File: config.mk
export PLATFORM = sky130hd
export DESIGN_NAME = me_block_sequencer
export DESIGN_NICKNAME = d
export VERILOG_FILES = /design/src/rtl/me_block_sequencer.sv
export SDC_FILE = /design/constraint.sdc
export NUM_CORES = 1
export LEC_CHECK = 0
export ABC_AREA = 1
export BUFFER_PORTS_ARGS = -buffer_cell sky130_fd_sc_hd__buf_2
export CAP_MARGIN = 20
export CORE_UTILIZATION = 35
export DETAILED_ROUTE_END_ITERATION = 7
export GPL_ROUTABILITY_DRIVEN = 0
export PLACE_DENSITY = 0.57
export SYNTH_ARGS = -nofsm -noshare
export SYNTH_HDL_FRONTEND = slang
export SYNTH_SLANG_ARGS = --single-unit
File: constraint.sdc
create_clock -name clock -period 1.88 [get_ports clock]
set_input_delay 0.094 -clock clock [delete_from_list [all_inputs] [get_ports clock]]
set_output_delay 0.094 -clock clock [all_outputs]
set_load 0.01 [all_outputs]
File: src/rtl/me_block_sequencer.sv
// Batch sequencer and show-ahead result FIFO for the full-search motion-estimation core.
// Optional ME_STATS_EN adds BestDist sum/min statistics; without it stat_sum/stat_min read 0.
module me_block_sequencer #(
  parameter int DEPTH   = 4,
  parameter int DIST_W  = 8,
  parameter int MV_W    = 4,
  parameter int IDX_W   = 8,
  parameter int GAP_CYC = 2
) (
  input  logic                          clock,
  input  logic                          reset_n,
  input  logic                          run,
  input  logic [IDX_W-1:0]              num_blocks,
  output logic                          me_start,
  input  logic                          me_completed,
  input  logic [DIST_W-1:0]             me_best_dist,
  input  logic [MV_W-1:0]               me_motion_x,
  input  logic [MV_W-1:0]               me_motion_y,
  output logic [IDX_W-1:0]              block_idx,
  output logic                          out_valid,
  input  logic                          out_ready,
  output logic [IDX_W+DIST_W+2*MV_W-1:0] out_data,
  output logic                          busy,
  output logic                          batch_done,
  output logic [15:0]                   stat_sum,
  output logic [DIST_W-1:0]             stat_min,
  output logic [2:0]                    state_dbg
);

  localparam int PTR_W  = (DEPTH > 1) ? $clog2(DEPTH) : 1;
  localparam int CAP_W  = DIST_W + 2*MV_W;
  localparam int DATA_W = IDX_W + CAP_W;
  localparam int GAP_W  = (GAP_CYC > 1) ? $clog2(GAP_CYC) : 1;
  localparam logic [PTR_W:0] FILL_MAX = (PTR_W+1)'(DEPTH);
  localparam logic [GAP_W-1:0] GAP_LAST = GAP_W'(GAP_CYC - 1);

  typedef enum logic [2:0] {
    IDLE = 3'd0,
    GAP  = 3'd1,
    RUN  = 3'd2,
    CAPT = 3'd3,
    DONE = 3'd4
  } state_t;

  state_t             state;
  logic [IDX_W-1:0]   count_q;
  logic [GAP_W-1:0]   gap_cnt;
  logic               armed;
  logic [CAP_W-1:0]   cap_q;

  logic [DATA_W-1:0]  mem [DEPTH];
  logic [PTR_W-1:0]   wr_ptr;
  logic [PTR_W-1:0]   rd_ptr;
  logic [PTR_W:0]     fill;
  logic               full;
  logic               push;
  logic               pop;

  assign state_dbg = state;
  assign full      = (fill == FILL_MAX);
  assign push      = (state == CAPT);
  // Output stream: a word transfers on a cycle where out_valid && out_ready;
  // out_data holds the FIFO head and stays put while out_valid && !out_ready.
  assign out_valid = (fill != '0);
  assign pop       = out_valid && out_ready;
  assign out_data  = mem[rd_ptr];

  always_ff @(posedge clock or negedge reset_n) begin
    if (!reset_n) begin
      state      <= IDLE;
      me_start   <= 1'b0;
      busy       <= 1'b0;
      batch_done <= 1'b0;
      block_idx  <= '0;
      count_q    <= '0;
      gap_cnt    <= '0;
      armed      <= 1'b0;
      cap_q      <= '0;
    end else begin
      case (state)
        IDLE: begin
          batch_done <= 1'b0;
          if (run) begin
            count_q   <= num_blocks;
            block_idx <= '0;
            busy      <= 1'b1;
            gap_cnt   <= '0;
            if (num_blocks == '0) begin
              state      <= DONE;
              batch_done <= 1'b1;
            end else begin
              state <= GAP;
            end
          end
        end
        GAP: begin
          // After the low gap, wait for a free FIFO slot so CAPT can never overflow it.
          if (gap_cnt != GAP_LAST) begin
            gap_cnt <= gap_cnt + 1'b1;
          end else if (!full) begin
            state    <= RUN;
            me_start <= 1'b1;
            armed    <= 1'b0;
          end
        end
        RUN: begin
          // The first RUN cycle may still see completed left over from the last block.
          armed <= 1'b1;
          if (armed && me_completed) begin
            cap_q    <= {me_best_dist, me_motion_x, me_motion_y};
            me_start <= 1'b0;
            state    <= CAPT;
          end
        end
        CAPT: begin
          if (block_idx == count_q - IDX_W'(1)) begin
            state      <= DONE;
            batch_done <= 1'b1;
          end else begin
            block_idx <= block_idx + 1'b1;
            gap_cnt   <= '0;
            state     <= GAP;
          end
        end
        DONE: begin
          batch_done <= 1'b0;
          busy       <= 1'b0;
          state      <= IDLE;
        end
        default: begin
          state    <= IDLE;
          me_start <= 1'b0;
          busy     <= 1'b0;
        end
      endcase
    end
  end

  always_ff @(posedge clock or negedge reset_n) begin
    if (!reset_n) begin
      for (int i = 0; i < DEPTH; i++) mem[i] <= '0;
      wr_ptr <= '0;
      rd_ptr <= '0;
      fill   <= '0;
    end else begin
      if (push) begin
        mem[wr_ptr] <= {block_idx, cap_q};
        wr_ptr      <= wr_ptr + 1'b1;
      end
      if (pop) rd_ptr <= rd_ptr + 1'b1;
      case ({push, pop})
        2'b10:   fill <= fill + 1'b1;
        2'b01:   fill <= fill - 1'b1;
        default: fill <= fill;
      endcase
    end
  end

`ifdef ME_STATS_EN
  logic [15:0]       sum_q;
  logic [DIST_W-1:0] min_q;
  logic [DIST_W-1:0] cap_dist;
  logic [16:0]       sum_ext;

  assign cap_dist = cap_q[CAP_W-1 -: DIST_W];
  assign sum_ext  = {1'b0, sum_q} + 17'(cap_dist);

  always_ff @(posedge clock or negedge reset_n) begin
    if (!reset_n) begin
      sum_q <= '0;
      min_q <= '1;
    end else if (state == IDLE && run) begin
      sum_q <= '0;
      min_q <= '1;
    end else if (state == CAPT) begin
      sum_q <= sum_ext[16] ? 16'hFFFF : sum_ext[15:0];
      if (cap_dist < min_q) min_q <= cap_dist;
    end
  end

  assign stat_sum = sum_q;
  assign stat_min = min_q;
`else
  assign stat_sum = '0;
  assign stat_min = '0;
`endif

endmodule

==> results of run 1 <==
## sequential cells by signal, indices dropped and copies added (netlist names), 2 cells and up
register and cells:
wr_ptr 2, count_q 8, state_dbg 3, rd_ptr 2, block_idx 8, fill 3
mem 96, cap_q 16
## worst min-delay path, stage by stage
cell     delay (ns)
buf_2          0.12
nand3_1        0.07
nand2_1        0.05
nand3_1        0.07
nand2_1        0.05
## where the power goes
group,internal [uW],switching (uW)
Combinational,2170,3480
Clock,1870,1360
Sequential,4240,625
Total,8290,5470
## through the flow
| stage | cell area [um^2] | util | hold WS, ns |
|---|---|---|---|
| after floorplan | 6820 | - | -0.202 |
| after global placement | 7340 | 0.391 | 0.0659 |
| after detailed placement | 7340 | 0.391 | 0.0627 |
| after global routing | 8260 | 0.440 | 0.144 |
| final | 8260 | 0.440 | 0.0664 |
| after CTS | 8170 | 0.435 | 0.0476 |
## placed cells by master (no fill, tap or decap), types with 2 or more instances in the layout
cell type and n:
ha_1 6, nand3_1 19, nand3_2 2, inv_6 5, o22ai_1 24, nor3_1 3, o21ai_1 9, nand2_2 7
clkbuf_16 17, inv_2 8, nand2_1 170, buf_4 30, dfrtp_1 142, a21oi_1 20, nand2_4 2, dlygate4sd3_1 26
o21ai_0 149, buf_6 2, xnor2_1 3, clkinv_2 4, nor2_1 93, nor2_2 7, nand4_1 2, xor2_1 9
clkinvlp_4 2, inv_1 56, conb_1 24, buf_12 3, buf_2 66
## routing by layer
| layer | share of wire | vias to the layer above | track usage |
|---|---|---|---|
| li1 | - | 2783 | - |
| met1 | 0.48 | 2603 | 0.215 |
| met2 | 0.47 | 90 | 0.273 |
| met3 | 0.035 | 17 | 0.0387 |
| met4 | 0.015 | 0 | 0.0538 |
| met5 | 0 | - | 0 |
## final cells by class
cell class | count | share of cell area
timing repair buffer | 127 | 0.109
tap | 234 | 0.0355
multi-input combinational | 559 | 0.324
inverter | 65 | 0.0295
clock inverter | 14 | 0.0156
clock buffer | 18 | 0.0532
sequential | 143 | 0.434
## final timing paths
path	cells past startpoint	endpoint	start	slack (ns)
max	5	out_data[19]	rd_ptr[0]$_DFFE_PN0P_	0.08
min	5	batch_done$_DFFE_PN0P_	run	0.07
max reg2reg	14	block_idx[3]$_DFFE_PN0P_	count_q[1]$_DFFE_PN0P_	0.08
min reg2reg	2	mem[42]$_DFFE_PN0P_	mem[42]$_DFFE_PN0P_	0.48
max in group asynchronous	3	block_idx[1]$_DFFE_PN0P_	reset_n	1.06
min in group asynchronous	2	mem[2]$_DFFE_PN0P_	reset_n	0.16
## kinds of logic (layout without fill, tap and decap cells)
family                     after synthesis  count (layout)
and+or+nand+nor                        308             309
AOI/OAI and AO/OA                      206             206
DFF                                    143             143
buffers and inverters                  130             224
xor gates and xnor gates                12              12
adders and majority gates                8               8
other                                    1              24
## repair_timing
item | in CTS | in global routing
gates resized for setup | 1 | 11
hold buffers | 26 | 0
endpoints found under the setup margin | 1 | 13
pin swaps | 0 | 6
gates cloned | 0 | 1
endpoints found under the hold margin | 69 | 0
setup buffers | 0 | 5
==> summary.md, run 1 <==
| Metric | Value |
|---|---|
| Register Area | roughly 3600 um^2 |
| Pre-CTS setup slack | between 0.006 and 0.007 ns |
| Multi-input gate area | around 2700 um^2 |
| Simple-gate share of the synthesized area | 0.187 |
| DR vias | 5493 |
| Max VDD drop | between 0.0007 and 0.0008 V |
| Ys Warns | 0 |
| Synth Area in Compound Gates | 0.159 |
| Final period demand of the worst path | between 1.5 and 2 ns |
| Clock transition at path regs | 0.06 ns |
| Pwr Density | approximately 1700 nW/um^2 |
| Largest family of logic cells by synthesized area | simple AND/OR/NAND/NOR gates |
| Cell family with most CP delay | buffers and inverters |
| Yosys top cell by area | dfrtp_1 |
| Synth top area cells | dfrtp_1 (53%), o21ai_0 (11%), nand2_1 (9.6%) |
| Post-synth top area share | 0.532 |
| Post-synth top cells | nand2_1 (172), o21ai_0 (149), dfrtp_1 (143), nor2_1 (95), inv_1 (58) |
| Multiplexer area fraction after synthesis | 0 |
| CTS H-tree depth | 4 |
| Post-synth ARST share | 1.00 |
| EDFF count, synth | 0 |
| XOR/XNOR Fraction of Synth Area | 0.0156 |
| RSZ-0062 raised after global routing | yes |
| Synthesized area per cell | 8.33 um^2 |
| Final Max Tran Viols | 0 |
| Ys flop type | dfrtp_1 |
| Post-synthesis adder-cell area fraction | 0.0160 |
| Max cap viols | 0 |
| Core footprint | about 19000 um^2 |
| Final setup vio count | 0 |
| Total CTS buffers | 17 |
| Slowest CP cell | dfrtp_1 |
| Placement Rows | 50 |
| Worst Hold Class | primary input to flop |
| WP buf/inv | 3 |
| CP required | 1.79 ns |
| Status | completed |
| Final worst path period share | 0.959 |
| Post-DP HPWL | 9740 um |
| Final hold vios | 0 |
| Number of top-level pins | just over 90 |
| 1st-iter DRT viols | between 200 and 300 |
| Clock Tree Buf Depth | 2 |
| Area Overhead vs Synth | 22.7% |
| CTS Sinks | 143 |
| Post-route ant nets | 0 |
| Crit path kind | flop to output port |
| Largest net degree at the start of global routing | slightly above 50 |
| Fillers | 1877 |
| Synth cell types | 34 |
| ANT cells | 0 |
| Critical path capture point type | output port |
| WP data arrival | 1.71 ns |
| GRT Residual Overflow | 0 |
| Startpoint types | flop |
| Crit path largest cell delay | roughly 0.40 ns |
| Leak | ~0.0041 uW |
| Max Clock Skew | roughly 0.0086 ns |
| Initial Util | 0.358 |
| Fmax | ~550 MHz |
| Final non-filler cell total | roughly 1200 |
| Worst skew pair latency | approximately 0.42 ns |
| Die Y | 141 um |
| Initial antenna violation count | 0 |
| CTS tree | built |
| GR Util All Layers | 0.166 |
| CTS Root Cell | clkbuf_16 |
| Crit-path max FO | 48 |
| CP Cell Sequence | inv_1, buf_12, o21ai_0, o22ai_1, buf_2 |
| Via density | ~4.7 |
| Vias in the first global route | between 5000 and 6000 |
| Die X | ~140 um |
| Die area | 19800 um^2 |
| Mapped Cells | approximately 810 |
| Final worst setup slack | between 0.07 and 0.08 ns |
| TNS Setup | 0 ns |
| Pre-Repair DR Iteration Count | 4 |
| Seq/Total Area, Yosys | 0.532 |
| Port bufs | 67 |
| Residual DRC | 0 |
| First-pass GRT wire length | around 26000 um |
| Total power | between 10000 and 15000 uW |
| Layout cell share with drive strength beyond 1 | 0.177 |
| DR WL/cell | 13.5 um |
| Final WL | roughly 16000 um |
| Post-synthesis register bit count | around 140 |
| Dpl cells | around 1100 |
| Count leader, synth | nand2_1 |
| Post-synthesis cell area | slightly below 7000 um^2 |
| NumNets Final | 950 |
Power figures use the tool's default switching activity.
==> run 2, diff against run 1 <==
--- a/config.mk
+++ b/config.mk
@@ -5,13 +5,14 @@
 export SDC_FILE = /design/constraint.sdc
 export NUM_CORES = 1
 export LEC_CHECK = 0
-export ABC_AREA = 1
+export ABC_AREA = 0
 export BUFFER_PORTS_ARGS = -buffer_cell sky130_fd_sc_hd__buf_2
 export CAP_MARGIN = 20
 export CORE_UTILIZATION = 35
 export DETAILED_ROUTE_END_ITERATION = 7
 export GPL_ROUTABILITY_DRIVEN = 0
 export PLACE_DENSITY = 0.57
+export REMOVE_ABC_BUFFERS = 1
 export SYNTH_ARGS = -nofsm -noshare
 export SYNTH_HDL_FRONTEND = slang
 export SYNTH_SLANG_ARGS = --single-unit
==> run 2 against run 1 <==
Clock power up 3%. First-iteration DRC count down 46%. Sequential power up 6.8%. Clock skew up 0.00061 ns. Sequential share of layout area down 2.9 points. Worst setup slack worse by 0.21 ns. Largest power group unchanged. Core utilization up 3.5 points. Highest routed layer unchanged. Global-route usage down 0.96 points. Area after synthesis down 1.1%. Power up 11%. Synthesized cell count down 39%. The run now ends with negative setup slack left. Maximum frequency down 11%.
==> summary.md, run 2 <==
| Metric | Value |
|---|---|
| Fillers | 1646 (was 1877) |
| NumNets Final | 677 (was 950) |
| Placement Rows | 50 (unchanged) |
| Pre-Repair DR Iteration Count | 4 (unchanged) |
| Layout cell share with drive strength beyond 1 | 0.519 (was 0.177) |
| First-pass GRT wire length | 23300 um (was 25800 um) |
| Fmax | 496 MHz (was 555 MHz) |
| Initial Util | 0.357 (was 0.358) |
| Top flop regs | mem x96, cap_q x16 (unchanged) |
| Crit-path max FO | 6 (was 48) |
| Seq/Total Area, Yosys | 0.538 (was 0.532) |
| Post-DP HPWL | 9120 um (was 9740 um) |
| CTS Sinks | 143 (unchanged) |
| Largest net degree at the start of global routing | 62 (was 51) |
| EDFF count, synth | 0 (unchanged) |
| Final period demand of the worst path | 2.02 ns (was 1.80 ns) |
| Top reg by flops | mem (unchanged) |
| Clock Tree Buf Depth | 2 (unchanged) |
| Final setup vio count | 6 (was 0) |
| Final non-filler cell total | 887 (was 1160) |
| CP required | 2.19 ns (was 1.79 ns) |
| Final hold slack | 0.112 ns (was 0.0664 ns) |
| Register Area | 3580 um^2 (about the same) |
| Critical path capture point type | flop (was output port) |
| Max VDD drop | 0.000727 V (was 0.000714 V) |
| Max cap viols | 0 (unchanged) |
| Post-route ant nets | 0 (unchanged) |
| Max FFs per register | 96 (unchanged) |
| Post-synthesis cell area | 6650 um^2 (was 6730 um^2) |
| Count leader, synth | dfrtp_1 (was nand2_1) |
| Residual DRC | 0 (unchanged) |
| Final WL | 14500 um (was 15700 um) |
| 1st-iter DRT viols | 154 (was 283) |
| Slowest CP cell | dfrtp_1 (unchanged) |
| Pwr Density | 1730 nW/um^2 (was 1670 nW/um^2) |
| Synth Area in Compound Gates | 0.0297 (was 0.159) |
| Die area | 19600 um^2 (was 19800 um^2) |
| Vias in the first global route | 4522 (was 5183) |
| Initial antenna violation count | 0 (unchanged) |
| Synthesized area per cell | 13.5 um^2 (was 8.33 um^2) |
| Via density | 4.84 (was 4.74) |
| CP Cell Sequence | inv_2, ha_4, xnor2_1, and4b_1, a41oi_2, nand2_1, and2_4, buf_4, o31ai_1, a21oi_2 (was inv_1, buf_12, o21ai_0, o22ai_1, buf_2) |
| CTS H-tree depth | 4 (unchanged) |
| Ys Warns | 0 (unchanged) |
| Worst Hold Class | primary input to flop (unchanged) |
| WP data arrival | 2.32 ns (was 1.71 ns) |
| Crit path kind | flop to flop (was flop to output port) |
| Max Clock Skew | 0.00925 ns (was 0.00864 ns) |
| CTS Root Cell | clkbuf_16 (unchanged) |
| Ys flop type | dfrtp_1 (unchanged) |
| Multiplexer area fraction after synthesis | 0.278 (was 0) |
| Simple-gate share of the synthesized area | 0.0630 (was 0.187) |
| DR vias | 4293 (was 5493) |
| Core footprint | 18600 um^2 (was 18800 um^2) |
| Area Overhead vs Synth | 33.0% (was 22.7%) |
| Crit path largest cell delay | 0.36 ns (was 0.40 ns) |
| Final hold vios | 0 (unchanged) |
| GR Util All Layers | 0.156 (was 0.166) |
| Post-synth top area share | 0.538 (was 0.532) |
| Startpoint types | flop (unchanged) |
| Commonest non-fill, non-tap cells in the layout | dfrtp_1 (139), mux2_2 (112), buf_4 (52) (was nand2_1 (170), o21ai_0 (149), dfrtp_1 (142)) |
| GRT Residual Overflow | 0 (unchanged) |
| Largest family of logic cells by synthesized area | multiplexers (was simple AND/OR/NAND/NOR gates) |
| Synth cell types | 40 (was 34) |
| Post-synth top cells | dfrtp_1 (143), mux2_2 (112), nand2_1 (44), buf_4 (25), mux4_2 (24) (was nand2_1 (172), o21ai_0 (149), dfrtp_1 (143), nor2_1 (95), inv_1 (58)) |
| Final worst path period share | 1.07 (was 0.959) |
| Final Max Tran Viols | 0 (unchanged) |
| Die X | 140 um (was 141 um) |
| Worst skew pair latency | 0.43 ns (was 0.42 ns) |
| Post-synthesis adder-cell area fraction | 0.0162 (was 0.0160) |
| Post-synthesis register bit count | 143 (unchanged) |
| Total CTS buffers | 17 (unchanged) |
| Yosys top cell by area | dfrtp_1 (unchanged) |
| Die Y | 140 um (was 141 um) |
| Clock transition at path regs | 0.07 ns (was 0.06 ns) |
| Mapped Cells | 493 (was 808) |
| Port bufs | 67 (unchanged) |
| Post-synth ARST share | 1.00 (unchanged) |
| Failing checks | negative setup slack |
| Commonest non-fill, non-tap cell in the layout | dfrtp_1 (was nand2_1) |
| XOR/XNOR Fraction of Synth Area | 0.0211 (was 0.0156) |
| ANT cells | 0 (unchanged) |
| Dpl cells | 813 (was 1096) |
| CTS tree | built (unchanged) |
| Status | complete, but fails checks (was completed) |
| RSZ-0062 raised after global routing | yes (unchanged) |
| Leak | 0.00416 uW (was 0.00410 uW) |
| Number of top-level pins | 92 (unchanged) |
| Post-layout instance area | 8850 um^2 (was 8260 um^2) |
| Synth top area cells | dfrtp_1 (54%), mux2_2 (19%), mux4_2 (8.1%) (was dfrtp_1 (53%), o21ai_0 (11%), nand2_1 (9.6%)) |
| Final worst setup slack | -0.135 ns (was 0.0775 ns) |
| Multi-input gate area | 2980 um^2 (was 2670 um^2) |
| Area after DPL | 7470 um^2 (was 7340 um^2) |
| DR WL/cell | 16.3 um (was 13.5 um) |
==> run 2: path summary, 6_finish.rpt <==
kind	from	endpoint	slack [ns]	depth (start not counted)
min	out_ready	rd_ptr[0]$_DFFE_PN0P_	0.11	4
min reg2reg	mem[11]$_DFFE_PN0P_	mem[11]$_DFFE_PN0P_	0.50	1
max reg2reg	count_q[1]$_DFFE_PN0P_	block_idx[5]$_DFFE_PN0P_	-0.14	10
max in group asynchronous	reset_n	mem[82]$_DFFE_PN0P_	1.01	3
min in group asynchronous	reset_n	mem[35]$_DFFE_PN0P_	0.17	2
max	count_q[1]$_DFFE_PN0P_	block_idx[5]$_DFFE_PN0P_	-0.14	10
==> run 2: what timing repair did <==
action	in CTS	in global routing
hold endpoints to repair	71	0
hold buffers	25	0
pin swaps	10	7
gates resized for setup	35	36
endpoints found under the setup margin	36	50
setup buffers	9	5
cloned	2	1
==> run 2: kinds of logic after synthesis <==
logic type,count (synthesis)
mux,141
xor+xnor,16
simple gates,88
compound gates,33
other cells,1
flops,143
fa+ha+maj,8
buf+inv,63
==> run 2: report_power, final <==
part	internal [uW]	total, uW	switching (uW)
sequential	4380	5200	820
combinational	3970	6760	2800
clock	1900	3330	1430
total	10200	15300	5050
==> run 2: per-stage QoR <==
step	setup TNS (ns)	utilization	total power (uW)	setup slack [ns]
after floorplan	-32.11	-	8590	-0.289
after global placement	-3.35	0.401	10500	-0.361
after detailed placement	-4.47	0.401	10700	-0.445
after CTS	-0.991	0.461	14800	-0.0859
after global routing	-1.72	0.475	16200	-0.221
final	-0.422	0.475	15300	-0.135
==> run 2: layout make-up <==
class / instances / area share
clock buffers: 18 / 0.0496
clock inverters: 14 / 0.0164
inverters: 12 / 0.00509
multi-input cells: 310 / 0.337
flip-flops and latches: 143 / 0.405
well taps: 234 / 0.0331
repair buffers: 156 / 0.154
==> run 2: worst max-delay path: cells and delay by family (launching register included) <==
family | cells | cell delay [ns]
fa+ha+maj | 1 | 0.18
simple gates | 3 | 0.48
xor+xnor | 1 | 0.12
buf+inv | 2 | 0.20
compound gates | 3 | 0.55
flops | 1 | 0.36
==> run 2: routing by layer <==
layer / vias up / GRT usage / wire length, um
met3: 10 / 0.0392 / 456
met2: 79 / 0.261 / 7220
li1: 1994 / - / -
met5: - / 0 / 0
met4: 0 / 0.0416 / 105
met1: 2210 / 0.201 / 6680
==> run 3, diff against run 2 <==
--- a/config.mk
+++ b/config.mk
@@ -12,6 +12,7 @@
 export DETAILED_ROUTE_END_ITERATION = 7
 export GPL_ROUTABILITY_DRIVEN = 0
 export PLACE_DENSITY = 0.57
+export RECOVER_POWER = 100
 export REMOVE_ABC_BUFFERS = 1
 export SYNTH_ARGS = -nofsm -noshare
 export SYNTH_HDL_FRONTEND = slang
==> run 3 against run 2 <==
The flow still finishes with violations (negative setup slack). Non-clock buffer count unchanged. Clock-buffer cell count unchanged. Clock skew about the same. Largest cell class unchanged.
==> summary.md, run 3 (same netlist as run 2, synthesis figures left out) <==
| Metric | Value |
|---|---|
| Status | complete, but fails checks (unchanged) |
| Failing checks | negative setup slack (unchanged) |
| Slew margin rel. | 0.161 |
| Max Clock Skew | 0.00895 ns (was 0.00925 ns) |
| CTS Sinks | 143 (unchanged) |
| Top flop regs | mem x96, cap_q x16 (unchanged) |
| CTS H-tree depth | 4 (unchanged) |
| Pre-Repair DR Iteration Count | 4 (unchanged) |
| Via density | 4.85 (was 4.84) |
| First-pass GRT wire length | 23300 um (unchanged) |
| Final worst path period share | 1.07 (about the same) |
| Final hold slack | 0.209 ns (was 0.112 ns) |
| GRT Residual Overflow | 0 (unchanged) |
| Crit-path max FO | 6 (unchanged) |
| TNS Setup | -0.822 ns (was -0.422 ns) |
| Crit path largest cell delay | 0.36 ns (about the same) |
| Crit path kind | flop to flop (unchanged) |
| Fmax | 496 MHz (about the same) |
| Commonest non-fill, non-tap cells in the layout | dfrtp_1 (140), mux2_2 (112), nand2_1 (43) (was dfrtp_1 (139), mux2_2 (112), buf_4 (52)) |
| Final period demand of the worst path | 2.02 ns (about the same) |
| Startpoint types | flop (unchanged) |
| DR WL/cell | 16.3 um (about the same) |
| CP Cell Sequence | inv_2, ha_4, xnor2_1, and4b_1, a41oi_2, nand2_1, and2_4, buf_4, o31ai_1, a21oi_2 (unchanged) |
| Leak | 0.00410 uW (was 0.00416 uW) |
| Area Overhead vs Synth | 31.7% (was 33.0%) |
| Max cap viols | 0 (unchanged) |
| NumNets Final | 677 (unchanged) |
| Least-Margin Pin Slew | between 1 and 1.5 ns |
| Die Y | 140 um (unchanged) |
| 1st-iter DRT viols | 138 (was 154) |
| ANT cells | 0 (unchanged) |
| Slowest CP cell | dfrtp_1 (unchanged) |
| Total CTS buffers | 17 (unchanged) |
| Final Max Tran Viols | 0 (unchanged) |
| Commonest non-fill, non-tap cell in the layout | dfrtp_1 (unchanged) |
| Die area | 19600 um^2 (unchanged) |
| Post-DP HPWL | 9120 um (unchanged) |
| Top reg by flops | mem (unchanged) |
| Number of top-level pins | 92 (unchanged) |
| RSZ-0062 raised after global routing | yes (unchanged) |
| Placement Rows | 50 (unchanged) |
| Final setup vio count | 34 (was 6) |
| Clock transition at path regs | 0.07 ns (about the same) |
| Max FFs per register | 96 (unchanged) |
| Largest net degree at the start of global routing | 62 (unchanged) |
| Max VDD drop | 0.000753 V (was 0.000727 V) |
| GR Util All Layers | 0.156 (unchanged) |
| Clock Tree Buf Depth | 2 (unchanged) |
| Post-route ant nets | 0 (unchanged) |
| Residual DRC | 0 (unchanged) |
| WP data arrival | 2.32 ns (about the same) |
| Total power | 15200 uW (was 15300 uW) |
| CP required | 2.19 ns (about the same) |
| Worst skew pair latency | 0.43 ns (about the same) |
| Final worst setup slack | -0.136 ns (was -0.135 ns) |
| Critical path capture point type | flop (unchanged) |
| Layout cell share with drive strength beyond 1 | 0.496 (was 0.519) |
| Initial Util | 0.357 (unchanged) |
| CTS Root Cell | clkbuf_16 (unchanged) |
| CTS tree | built (unchanged) |
| Worst Hold Class | primary input to flop (unchanged) |
| Pwr Density | 1730 nW/um^2 (about the same) |
| Initial antenna violation count | 0 (unchanged) |
| Core footprint | 18600 um^2 (unchanged) |
| Die X | 140 um (unchanged) |
| Port bufs | 67 (unchanged) |
| Final WL | 14500 um (about the same) |
| Vias in the first global route | 4522 (unchanged) |
| DR vias | 4300 (was 4293) |
| Final hold vios | 0 (unchanged) |
==> run 3: changes by cell type in the layout (fill, tap and decap cells not counted), sizes merged <==
cell / before / now
buf: 130 / 104
clkbuf: 19 / 45
==> run 3: through the flow <==
step           utilization  area (um^2)  worst slack [ns]  cells
2_1_floorplan            -         6430            -0.289    465
3_3_place_gp         0.401         7470            -0.361    813
3_5_place_dp         0.401         7470            -0.445    813
4_1_cts              0.461         8600           -0.0859    881
5_1_grt              0.470         8760            -0.247    887
6_report             0.470         8760            -0.136    887
==> run 3: path summary, 6_finish.rpt <==
kind | start | endpoint | slack [ns] | cells after the start
worst max-delay path | count_q[1]$_DFFE_PN0P_ | block_idx[5]$_DFFE_PN0P_ | -0.14 | 10
worst min-delay path | run | count_q[3]$_DFFE_PN0P_ | 0.21 | 6
worst max register to register | count_q[1]$_DFFE_PN0P_ | block_idx[5]$_DFFE_PN0P_ | -0.14 | 10
worst min register to register | mem[11]$_DFFE_PN0P_ | mem[11]$_DFFE_PN0P_ | 0.50 | 1
max in group asynchronous | reset_n | mem[94]$_DFFE_PN0P_ | 0.21 | 3
min in group asynchronous | reset_n | mem[35]$_DFFE_PN0P_ | 0.47 | 2
==> run 3: final cells by class <==
class	instances	area (um^2)
Fill cell	1664	9880
Sequential cell	143	3580
Multi-Input combinational cell	310	2970
Timing Repair Buffer	156	1290
Clock buffer	18	439
Tap cell	234	293
Clock inverter	14	145
Inverter	12	45.0
==> run 3: per-layer routing <==
metal	GRT usage	vias to the layer above	wire [um]
met5	0	-	0
met4	0.0416	0	126
met3	0.0392	12	433
met2	0.261	74	7190
met1	0.201	2216	6730
li1	-	1998	-
==> run 3: what timing repair did <==
action,CTS,global route
gates cloned,2,1
hold buffers,25,0
resized for setup,35,36
endpoints found under the setup margin,36,50
buffers inserted,9,5
endpoints found under the hold margin,71,0
pin swaps,10,7
==> run 3: worst max-delay path, delay by kind of cell (launching register included) <==
family          cells  cell delay (ns)
compound gates      3             0.56
xor+xnor            1             0.12
fa+ha+maj           1             0.18
buf+inv             2             0.20
flops               1             0.36
simple gates        3             0.48
==> run 3: where the power goes <==
group	total, uW	switching (uW)	internal (uW)
registers	5200	817	4380
clock network	3330	1430	1900
logic	6680	2800	3880
